**src/rtl/usb_rx_bit_decoder.sv**
```systemverilog
// Full-speed USB receive front end: edge-resynced oversampling, NRZI decode, bit destuffing, EOP/SE1 detection.
// Every strobe is registered one clk after its sample cycle; there is no backpressure, so downstream must accept every strobe.
module usb_rx_bit_decoder #(
   parameter int CLKS_PER_BIT = 8,
   parameter int SAMPLE_POINT = 3
) (
   input  logic clk,
   input  logic n_rst,
   input  logic d_plus_sync,
   input  logic d_minus_sync,
   input  logic enable,
   output logic bit_out,
   output logic bit_valid,
   output logic eop,
   output logic stuff_err,
   output logic se1_err
);

   localparam int                PH_W      = $clog2(CLKS_PER_BIT);
   localparam logic [PH_W-1:0]   PH_LAST   = PH_W'(CLKS_PER_BIT - 1);
   localparam logic [PH_W-1:0]   PH_SAMPLE = PH_W'(SAMPLE_POINT);
   localparam logic [2:0]        STUFF_RUN = 3'd6;

   typedef enum logic [1:0] {
      ST_IDLE   = 2'd0,
      ST_ACTIVE = 2'd1,
      ST_SE0_1  = 2'd2,
      ST_SE0_2  = 2'd3
   } state_t;

   typedef enum logic [1:0] {
      LN_SE0 = 2'b00,
      LN_K   = 2'b01,
      LN_J   = 2'b10,
      LN_SE1 = 2'b11
   } line_t;

   state_t          state_q, state_d;
   logic [PH_W-1:0] phase_q, phase_d;
   logic            prev_j_q, prev_j_d;
   logic [2:0]      ones_q, ones_d;
   logic            dp_prev_q;

   logic            bit_out_q, bit_out_d;
   logic            bit_valid_q, bit_valid_d;
   logic            eop_q, eop_d;
   logic            stuff_err_q, stuff_err_d;
   logic            se1_err_q, se1_err_d;

   logic            line_edge;
   logic [PH_W-1:0] eff_phase;
   logic [PH_W-1:0] phase_inc;
   logic            sample;
   line_t           line_st;
   logic            nrzi_bit;

   // Any D+ transition restarts the bit-time count so the sample stays a fixed distance after the edge.
   assign line_edge = (d_plus_sync != dp_prev_q);
   assign eff_phase = line_edge ? '0 : phase_q;
   assign phase_inc = (eff_phase == PH_LAST) ? '0 : eff_phase + PH_W'(1);
   assign sample    = (eff_phase == PH_SAMPLE) && (state_q != ST_IDLE);
   assign line_st   = line_t'({d_plus_sync, d_minus_sync});
   // For J/K only D+ matters: an unchanged level decodes as 1.
   assign nrzi_bit  = (d_plus_sync == prev_j_q);

   always_comb begin
      state_d     = state_q;
      phase_d     = phase_inc;
      prev_j_d    = prev_j_q;
      ones_d      = ones_q;
      bit_out_d   = 1'b0;
      bit_valid_d = 1'b0;
      eop_d       = 1'b0;
      stuff_err_d = 1'b0;
      se1_err_d   = 1'b0;

      case (state_q)
         ST_IDLE: begin
            if (enable && line_edge && !d_plus_sync) begin
               state_d = ST_ACTIVE;
            end
         end

         ST_ACTIVE: begin
            if (sample) begin
               case (line_st)
                  LN_J, LN_K: begin
                     prev_j_d = d_plus_sync;
                     if (ones_q == STUFF_RUN) begin
                        ones_d      = '0;
                        stuff_err_d = nrzi_bit;
                     end else begin
                        bit_valid_d = 1'b1;
                        bit_out_d   = nrzi_bit;
                        ones_d      = nrzi_bit ? ones_q + 3'd1 : '0;
                     end
                  end
                  LN_SE0: begin
                     state_d = ST_SE0_1;
                  end
                  LN_SE1: begin
                     se1_err_d = 1'b1;
                     state_d   = ST_IDLE;
                  end
                  default: state_d = ST_IDLE;
               endcase
            end
         end

         ST_SE0_1: begin
            if (sample) begin
               case (line_st)
                  LN_SE0: state_d = ST_SE0_2;
                  LN_SE1: begin
                     se1_err_d = 1'b1;
                     state_d   = ST_IDLE;
                  end
                  // A lone SE0 followed by J/K is a glitch: drop the packet quietly.
                  default: state_d = ST_IDLE;
               endcase
            end
         end

         ST_SE0_2: begin
            if (sample) begin
               case (line_st)
                  LN_SE0: state_d = ST_SE0_2;
                  LN_J: begin
                     eop_d   = 1'b1;
                     state_d = ST_IDLE;
                  end
                  default: begin
                     se1_err_d = 1'b1;
                     state_d   = ST_IDLE;
                  end
               endcase
            end
         end

         default: state_d = ST_IDLE;
      endcase

      if (!enable) begin
         state_d     = ST_IDLE;
         bit_out_d   = 1'b0;
         bit_valid_d = 1'b0;
         eop_d       = 1'b0;
         stuff_err_d = 1'b0;
         se1_err_d   = 1'b0;
      end

      // Entering or staying in IDLE re-arms the decoder for a fresh J->K start.
      if (state_d == ST_IDLE) begin
         phase_d  = '0;
         prev_j_d = 1'b1;
         ones_d   = '0;
      end
   end

   always_ff @(posedge clk or negedge n_rst) begin
      if (!n_rst) begin
         state_q     <= ST_IDLE;
         phase_q     <= '0;
         prev_j_q    <= 1'b1;
         ones_q      <= '0;
         dp_prev_q   <= 1'b1;
         bit_out_q   <= 1'b0;
         bit_valid_q <= 1'b0;
         eop_q       <= 1'b0;
         stuff_err_q <= 1'b0;
         se1_err_q   <= 1'b0;
      end else begin
         state_q     <= state_d;
         phase_q     <= phase_d;
         prev_j_q    <= prev_j_d;
         ones_q      <= ones_d;
         dp_prev_q   <= d_plus_sync;
         bit_out_q   <= bit_out_d;
         bit_valid_q <= bit_valid_d;
         eop_q       <= eop_d;
         stuff_err_q <= stuff_err_d;
         se1_err_q   <= se1_err_d;
      end
   end

   assign bit_out   = bit_out_q;
   assign bit_valid = bit_valid_q;
   assign eop       = eop_q;
   assign stuff_err = stuff_err_q;
   assign se1_err   = se1_err_q;

endmodule

```
**config.mk**
```make
export PLATFORM = sky130hd
export DESIGN_NAME = usb_rx_bit_decoder
export DESIGN_NICKNAME = d
export VERILOG_FILES = /design/src/rtl/usb_rx_bit_decoder.sv
export SDC_FILE = /design/constraint.sdc
export NUM_CORES = 1
export LEC_CHECK = 0
export CAP_MARGIN = 30
export CORE_ASPECT_RATIO = 0.6
export CORE_MARGIN = 3
export CORE_UTILIZATION = 25
export CTS_BUF_LIST = sky130_fd_sc_hd__clkbuf_16
export CTS_CLUSTER_SIZE = 24
export DETAILED_ROUTE_END_ITERATION = 8
export PLACE_DENSITY_LB_ADDON = 0.15
export REMOVE_ABC_BUFFERS = 1
export SETUP_SLACK_MARGIN = 0.02
export SYNTH_ARGS = -nofsm -noshare
export SYNTH_HDL_FRONTEND = slang
export SYNTH_SLANG_ARGS = --single-unit
```
**constraint.sdc**
```tcl
create_clock -name clk -period 2.4 [get_ports clk]
set_input_delay 0.72 -clock clk [delete_from_list [all_inputs] [get_ports clk]]
set_output_delay 0.72 -clock clk [all_outputs]
set_load 0.03 [all_outputs]
```
; ---- Yosys cells after proc, flatten, opt, wreduce, memory -nomap -nowiden
; Index checks and enable logic that the tools add are counted.
[word_totals]
wordCells = 84
output_inout_bits = 5
input_bits = 5
reg_bits = 15
[op_classes]
n_eq_ne = 11
reduce_logical = 16
addsub = 2
muxes = 45
[ops]
columns = op, n
row1 = two-way mux 1 bit, 28
row2 = two-way mux 3 bit, 9
row3 = two-way mux 2 bit, 5
row4 = == test 2 bit (second input constant), 4
row5 = nonzero test 2 bit, 4
row6 = OR reduction 2 bit, 4
row7 = adder 3 x 1 -> 3 bit (second input constant), 2
row8 = == test 3 bit (second input constant), 2
row9 = logical NOT 2 bit, 3
row10 = one-hot mux 2 bit (3 select lines), 1
row11 = == test 2 x 1 -> 1 bit (second input constant), 2
row12 = one-hot mux 2 bit (2 select lines), 1
row13 = == test 3 x 2 -> 1 bit (second input constant), 1
row14 = logical AND 1 bit, 3
row15 = AND reduction 3 bit, 1
row16 = one-hot mux 1 bit (2 select lines), 1
row17 = == test 1 bit, 1
row18 = logical NOT 1 bit, 1
row19 = inequality test 1 bit, 1

; ---- Longest topological paths before layout
; Gate-level depths: netlist of the first run.
[logic_depth]
ltp_word = 10
depth_mapped = 9
mapped_depth_nobuf = 9

; ---- Worst setup path before layout of the first run
; OpenSTA, ideal clock, no wires.
[synth_path]
path_kind = input port to flip-flop
start = in d_plus_sync
end = reg prev_j_q
arrival_ns = 2.182
cell_stages = 9
setup_ns = 0.081
n_path_buf = 0
t_required_ns = 2.319
setup_slack_ns = 0.137
cell_sequence = xnor2_1 -> and2_1 -> ha_1 -> ha_1 -> nand2_1 -> nor2_1 -> o221ai_1 -> inv_2 -> o221ai_2
[synth_via]
elab_chain_len = 10
word_cells_on_any_way = 28
classes_between = eq/ne (5) / mux (12) / reduce/logical (11)
[synth_lines]
columns = element, line_no
row1 = "start, declared", 9  ; input logic d_plus_sync,
row2 = inequality test 1 bit, 58  ; assign line_edge = (d_plus_sync != dp_prev_q);
row3 = two-way mux 3 bit, 59  ; assign eff_phase = line_edge ? '0 : phase_q;
row4 = == test 3 x 2 -> 1 bit, 61  ; assign sample = (eff_phase == PH_SAMPLE) && (state_q != ST_IDLE);
row5 = logical AND 1 bit, 61
row6 = "two-way mux 2 bit, on equally long branches", "111, 85"
row7 = one-hot mux 2 bit (3 select lines) *, 77  ; case (state_q)
row8 = two-way mux 2 bit *, 143  ; if (!enable) begin
row9 = named net state_d[1], 38  ; state_t state_q, state_d;
row10 = logical NOT 2 bit *, 153  ; if (state_d == ST_IDLE) begin
row11 = nonzero test 2 bit (no source line), -
row12 = AND reduction 3 bit (no source line), -
row13 = "end signal, assigned", 175  ; prev_j_q <= prev_j_d;
row14 = "end, declared", 40  ; logic prev_j_q, prev_j_d;
; The timed path passes the listed nets; every way through them passes the cells marked *. The select of a mux whose other input is x is not followed.
; A chain may end at the register's enable or synchronous reset.

; ---- Worst setup path in the final report of the first run
; Ends and elaborated chain as after synthesis.

==> qor.yml, run 1 <==
synth.largest_area_cell: "dfrtp_1"
period_minus_slack_ns: 2.23
slew-limit-headroom_pct: 78.8
setup_viol: 0
grt_usage_pct: 9.93
drt_pass1_iterations: 4
power.density_mw_per_mm2: 595
period_share_pct: 93.1
htreeDepth: 1
rows: 14
synthTopCellsByArea: "dfrtp_1, ha_1, dfstp_2"
hold_buffers: 0
place_ws_ns: -0.404
clk_path_buf_depth: 2
critical_path.endpoint: "prev_j_q"
yosysUniqueCellTypes: 28
cts_tree: "built"
grt_pass1_wl_mm: 2.91
die-area_mm2: 0.00379
worst-path-stages: 10
io_pins: 10
hold_ws_ns: 0.521
drive_above_1_share_pct: 27.1
wl_mm: 1.61
drtAntennaViolNets: 0
dr_total_vias: 597
post-cts-setup-buffer-count: 0
cts_buffers: 3
r2r_setup_slack_ns: 0.42
cp-end-kind: "flop"
fin_nets: 109
grt.overflow.total: 0
final_area_mm2: 0.00109
synth_top_area_share_pct: 42.4
synth_seq_cells: 15
hp-class: "reg -> reg"
avgSynthCellArea_um2: 10.7
post-route-drc-count: 0
ir_drop_mv: 0.339
drtIter0Drc: 23
insertion_delay_ns: 0.24
ys_seq_area_share_pct: 49.3
place_congestion: 0.789
cp_data_arrival_time_ns: 2.40
crit_chain: "dlygate4sd2_1 > xnor2_2 > and2_4 > ha_1 > ha_4 > nand3_1 > o21ai_1 > o21ai_4 > inv_2 > o221ai_2"
yosysWarnings: 0
syn_inst: 72
tightest_slew_ns: 0.317
grt_max_degree: 16
critical-path-top-delay-family: "compound AO/OA/AOI/OAI gates"
rsz0062_at_grt: "false"
reg2reg_depth: 9
async_flop_share_pct: 100
cts_root_buffer: "clkbuf_16"
syn2layout_area_growth_pct: 42.3
netlist_area_um2: 767
synth-edff-count: 0
max_freq_mhz: 447
avgRoutedWirePerCell_um: 11.9
die_h_um: 48.9
numPortBuffers: 9
startpoint: "d_plus_sync"
cp-start-kind: "input pin"
die_x_um: 77.5
crit_type: "in -> reg"
drv_cap: 0
fin_worst_skew_ns: 0.00253
clkTransAtPathRegs_ns: 0.05
p_leak_nw: 0.522
cts_num_sinks: 15
cpPeakStageDelay_ns: 0.27
crit_buf_inv: 2
yosysMostFrequentCell: "dfrtp_1"
start_util_pct: 28.4
critPathMaxFanout: 7
drv_slew: 0
synth_common_cells: "dfrtp_1, ha_1, nand2_1"
place_area_um2: 990
hold_violations: 0
outcome: "finished, final reports clean"
fin_ws_ns: 0.165
dp_hpwl_mm: 1.25
ys.flop_type: "dfrtp_1"
grt_pass1_vias: 605
diodes: 0
worstPathRequired_ns: 2.57
regToRegStartpoint: "dp_prev_q"
r2r_end: "prev_j_q"
antenna_found_initial: 0
vias_per_cell: 4.39
core_area_mm2: 0.00270
slowest_stage: "dlygate4sd2_1"
-- flip-flops by register name, summed over array words and instances (netlist names) --
name       flops
phase_q        3
ones_q         3
se1_err        1
bit_valid      1
bit_out        1
state_q        2
dp_prev_q      1
eop            1
stuff_err      1
prev_j_q       1
-- cells by family (layout without fill, tap and decap cells) --
logic type	Yosys count	after routing	share of synthesized area, %
flops	15	15	49.3
buf+inv	8	32	3.92
xor+xnor	2	2	2.28
simple gates	25	25	17.1
fa+ha+maj	7	7	11.4
compound gates	15	15	16.0
-- how the worst min path moves through the flow --
stage | from | cells after the start | end
floorplan | n_rst | 0 | bit_out
global placement | prev_j_q | 2 | prev_j_q
detailed placement | prev_j_q | 2 | prev_j_q
CTS | prev_j_q | 2 | prev_j_q
global route | prev_j_q | 2 | prev_j_q
finish | prev_j_q | 2 | prev_j_q
-- stage by stage --
stage	utilization, %	setup TNS, ns	total power [mW]	std cells
2_1_floorplan	-	0	0.296	72
3_3_place_gp	36.7	-3.44	0.328	132
3_5_place_dp	36.7	-3.74	0.328	132
4_1_cts	40.4	0	0.655	136
5_1_grt	40.4	0	0.676	136
6_report	40.4	0	0.649	136
-- report_power, final --
part / internal (mW) / leakage (nW) / switching, mW
Sequential: 0.259 / 0.201 / 0.00435
Clock: 0.222 / 0.0409 / 0.101
Combinational: 0.0301 / 0.281 / 0.0324
Total: 0.512 / 0.522 / 0.138
-- per-layer routing --
layer  track usage (%)  wire length (um)  part of all wire (%)
met2              13.2               691                    43
met5                 0                 0                     0
met4              2.66                 8                  0.50
met3              4.61                98                   6.1
met1              14.2               813                    50
-- cells in the final DEF (no fill, tap or decap) --
cell             count
a21boi_1             1
a21oi_1              3
a22oi_1              3
a32o_2               1
a32oi_1              1
and2_1               1
and2_4               1
and3_1               1
and4_1               1
buf_4               11
clkbuf_16            3
clkdlybuf4s50_1      8
clkinv_2             1
dfrtp_1             13
dfstp_2              2
dlygate4sd2_1        1
ha_1                 6
ha_4                 1
inv_1                6
inv_2                2
nand2_1              7
nand2b_1             1
nand3_1              3
nand3b_1             1
nand4b_2             1
nor2_1               6
nor2b_1              1
nor3_1               1
o21ai_0              1
o21ai_1              1
o21ai_4              1
o221ai_1             1
o221ai_2             1
o31ai_1              1
xnor2_2              1
xor2_1               1
-- cell type report --
cell class              count  area [um2]
clock buffers               3        75.1
clock inverters             1        5.00
fillers                   280        1610
inverters                   8        30.0
multi-input cells          49         382
flip-flops and latches     15         378
well taps                  40        50.0
repair buffers             20         171
-- timing repair --
| item | in CTS | in global routing |
|---|---|---|
| endpoints found under the setup margin | 11 | 2 |
| resized for setup | 6 | 1 |
| pin swaps | 2 | 0 |
-- worst min-delay path: stages (launching register included) --
cell and delay [ns]:
dfstp_2 0.37, nand2_1 0.06, o221ai_2 0.08
Note: power is estimated with default switching activity, not from simulation.
==> run 2, diff against run 1 <==
CTS_CLUSTER_DIAMETER = 100   (was unset)
SETUP_SLACK_MARGIN = unset   (was 0.02)
clock period = 2.8 ns   (was 2.4 ns; I/O delays follow)
==> qor.yml, run 2 (synthesis results as in run 1) <==
period_minus_slack_ns: 2.66
switchingPower_mw: 0.115  # was 0.138 mW
critical_path.endpoint: "prev_j_q"  # unchanged
hold_buffers: 0  # unchanged
setup_viol: 0  # unchanged
drtIter0Drc: 93  # was 23
syn2layout_area_growth_pct: 36.2  # was 42.3%
reg2reg_depth: 9  # unchanged
critPathMaxFanout: 7  # unchanged
fin_setup_tns_ns: 0  # unchanged
fin_cells: 131  # was 136
max_freq_mhz: 376
die_x_um: 77.5  # unchanged
seqCellArea_um2: 378  # unchanged
tightest_slew_ns: 0.677  # was 0.317 ns
clk_path_buf_depth: 2  # unchanged
avgRoutedWirePerCell_um: 11.8  # was 11.9 um
worstPathRequired_ns: 2.97  # was 2.57 ns
grt_usage_pct: 8.60  # was 9.93%
multiInputGateArea_um2: 372  # was 382 um2
r2r_end: "prev_j_q"  # unchanged
drv_cap: 0  # unchanged
vias_per_cell: 4.48  # was 4.39
htreeDepth: 1  # unchanged
cts_num_sinks: 15  # unchanged
dp_hpwl_mm: 1.18  # was 1.25 mm
mostFrequentLayoutCells: "dfrtp_1, clkdlybuf4s50_1, nand2_1"  # was dfrtp_1, buf_4, clkdlybuf4s50_1
fin_ws_ns: 0.140  # was 0.165 ns
rsz0062_at_grt: "false"  # unchanged
cts_tree: "built"  # unchanged
grt.overflow.total: 0  # unchanged
core_area_mm2: 0.00270  # unchanged
crit_type: "in -> reg"  # unchanged
drt_pass1_iterations: 4  # unchanged
post-cts-setup-buffer-count: 0  # unchanged
power.density_mw_per_mm2: 526  # was 595 mW/mm2
final_area_mm2: 0.00104  # was 0.00109 mm2
grt_max_degree: 16  # unchanged
rows: 14  # unchanged
internal_power_mw: 0.435  # was 0.512 mW
drtAntennaViolNets: 0  # unchanged
comb_power_share_pct: 8.9  # was 9.6%
slew-limit-headroom_pct: 54.7  # was 78.8%
clkTransAtPathRegs_ns: 0.05  # about the same
ctsResizeCount: 0  # was 6
place_area_um2: 952  # was 990 um2
cts_root_buffer: "clkbuf_16"  # unchanged
dr_total_vias: 587  # was 597
cp_data_arrival_time_ns: 2.83  # was 2.40 ns
fin_worst_skew_ns: 0.00228  # was 0.00253 ns
period_share_pct: 95.0
clkPwrFrac_pct: 50.0  # was 49.8%
outcome: "finished, final reports clean"  # unchanged
post-route-drc-count: 0  # unchanged
drive_above_1_share_pct: 23.1  # was 27.1%
power_mw: 0.550  # was 0.649 mW
n_fill_cell: 287  # was 280
sequentialPowerShare_pct: 41.1  # was 40.6%
io_pins: 10  # unchanged
layout_commonest_cell: "dfrtp_1"  # unchanged
grt_pass1_vias: 513  # was 605
die_h_um: 48.9  # unchanged
cp-start-kind: "input pin"  # unchanged
finish.utilization_pct: 38.7  # was 40.4%
drv_slew: 0  # unchanged
cts_buffers: 3  # unchanged
place_congestion: 0.790  # was 0.789
r2r_setup_slack_ns: 0.74  # was 0.42 ns
insertion_delay_ns: 0.24  # about the same
reg_top3: "ones_q (3), phase_q (3), state_q (2)"  # unchanged
start_util_pct: 28.4  # unchanged
dp_cells: 127  # was 132
diodes: 0  # unchanged
power.share.switching_pct: 21.0  # was 21.2%
regToRegStartpoint: "dp_prev_q"  # unchanged
numPortBuffers: 9  # unchanged
hold_violations: 0  # unchanged
cp-end-kind: "flop"  # unchanged
ir_drop_mv: 0.234  # was 0.339 mV
p_leak_nw: 0.491  # was 0.522 nW
die-area_mm2: 0.00379  # unchanged
hold_ws_ns: 0.526  # was 0.521 ns
antenna_found_initial: 0  # unchanged
fin_nets: 104  # was 109
startpoint: "d_plus_sync"  # unchanged
place_ws_ns: -0.197  # was -0.404 ns
hp-class: "reg -> reg"  # unchanged
wl_mm: 1.54  # was 1.61 mm
grt_pass1_wl_mm: 2.47  # was 2.91 mm
## run 2: area by class of cell
type | instances | area share (%)
sequential | 15 | 36.2
multi-input combinational | 49 | 35.6
timing repair buffer | 15 | 12.9
clock buffer | 3 | 7.19
tap | 40 | 4.79
inverter | 8 | 2.87
clock inverter | 1 | 0.479
## run 2: power by group through the flow
stage	registers, mW	logic [mW]	clock network [mW]
2_1_floorplan	0.228	0.0256	0
3_3_place_gp	0.229	0.0478	0
3_5_place_dp	0.229	0.0481	0
4_1_cts	0.226	0.0482	0.285
5_1_grt	0.226	0.0546	0.294
6_report	0.226	0.0491	0.275
## run 2: critical path, cell delays in order
cell,delay (ns)
clkdlybuf4s50_1,0.46
xnor2_2,0.17
and2_1,0.18
ha_1,0.21
ha_2,0.23
nand3_1,0.07
o21ai_0,0.13
o21ai_4,0.27
inv_2,0.07
o221ai_2,0.19
## run 2: layer usage
metal	track usage [%]	share of wire, %	vias up	wire [um]
li1	-	-	291	-
met1	11.7	53	277	822
met2	11.9	39	16	599
met3	4.06	6.9	3	106
met4	2.66	0.84	0	13
met5	0	0	-	0
## run 2: how the worst min path moves through the flow
stage,start,end,cells past startpoint
after floorplan,prev_j_q,prev_j_q,2
after global placement,prev_j_q,prev_j_q,2
after detailed placement,prev_j_q,prev_j_q,2
after CTS,prev_j_q,prev_j_q,2
after global routing,prev_j_q,prev_j_q,2
final,prev_j_q,prev_j_q,2
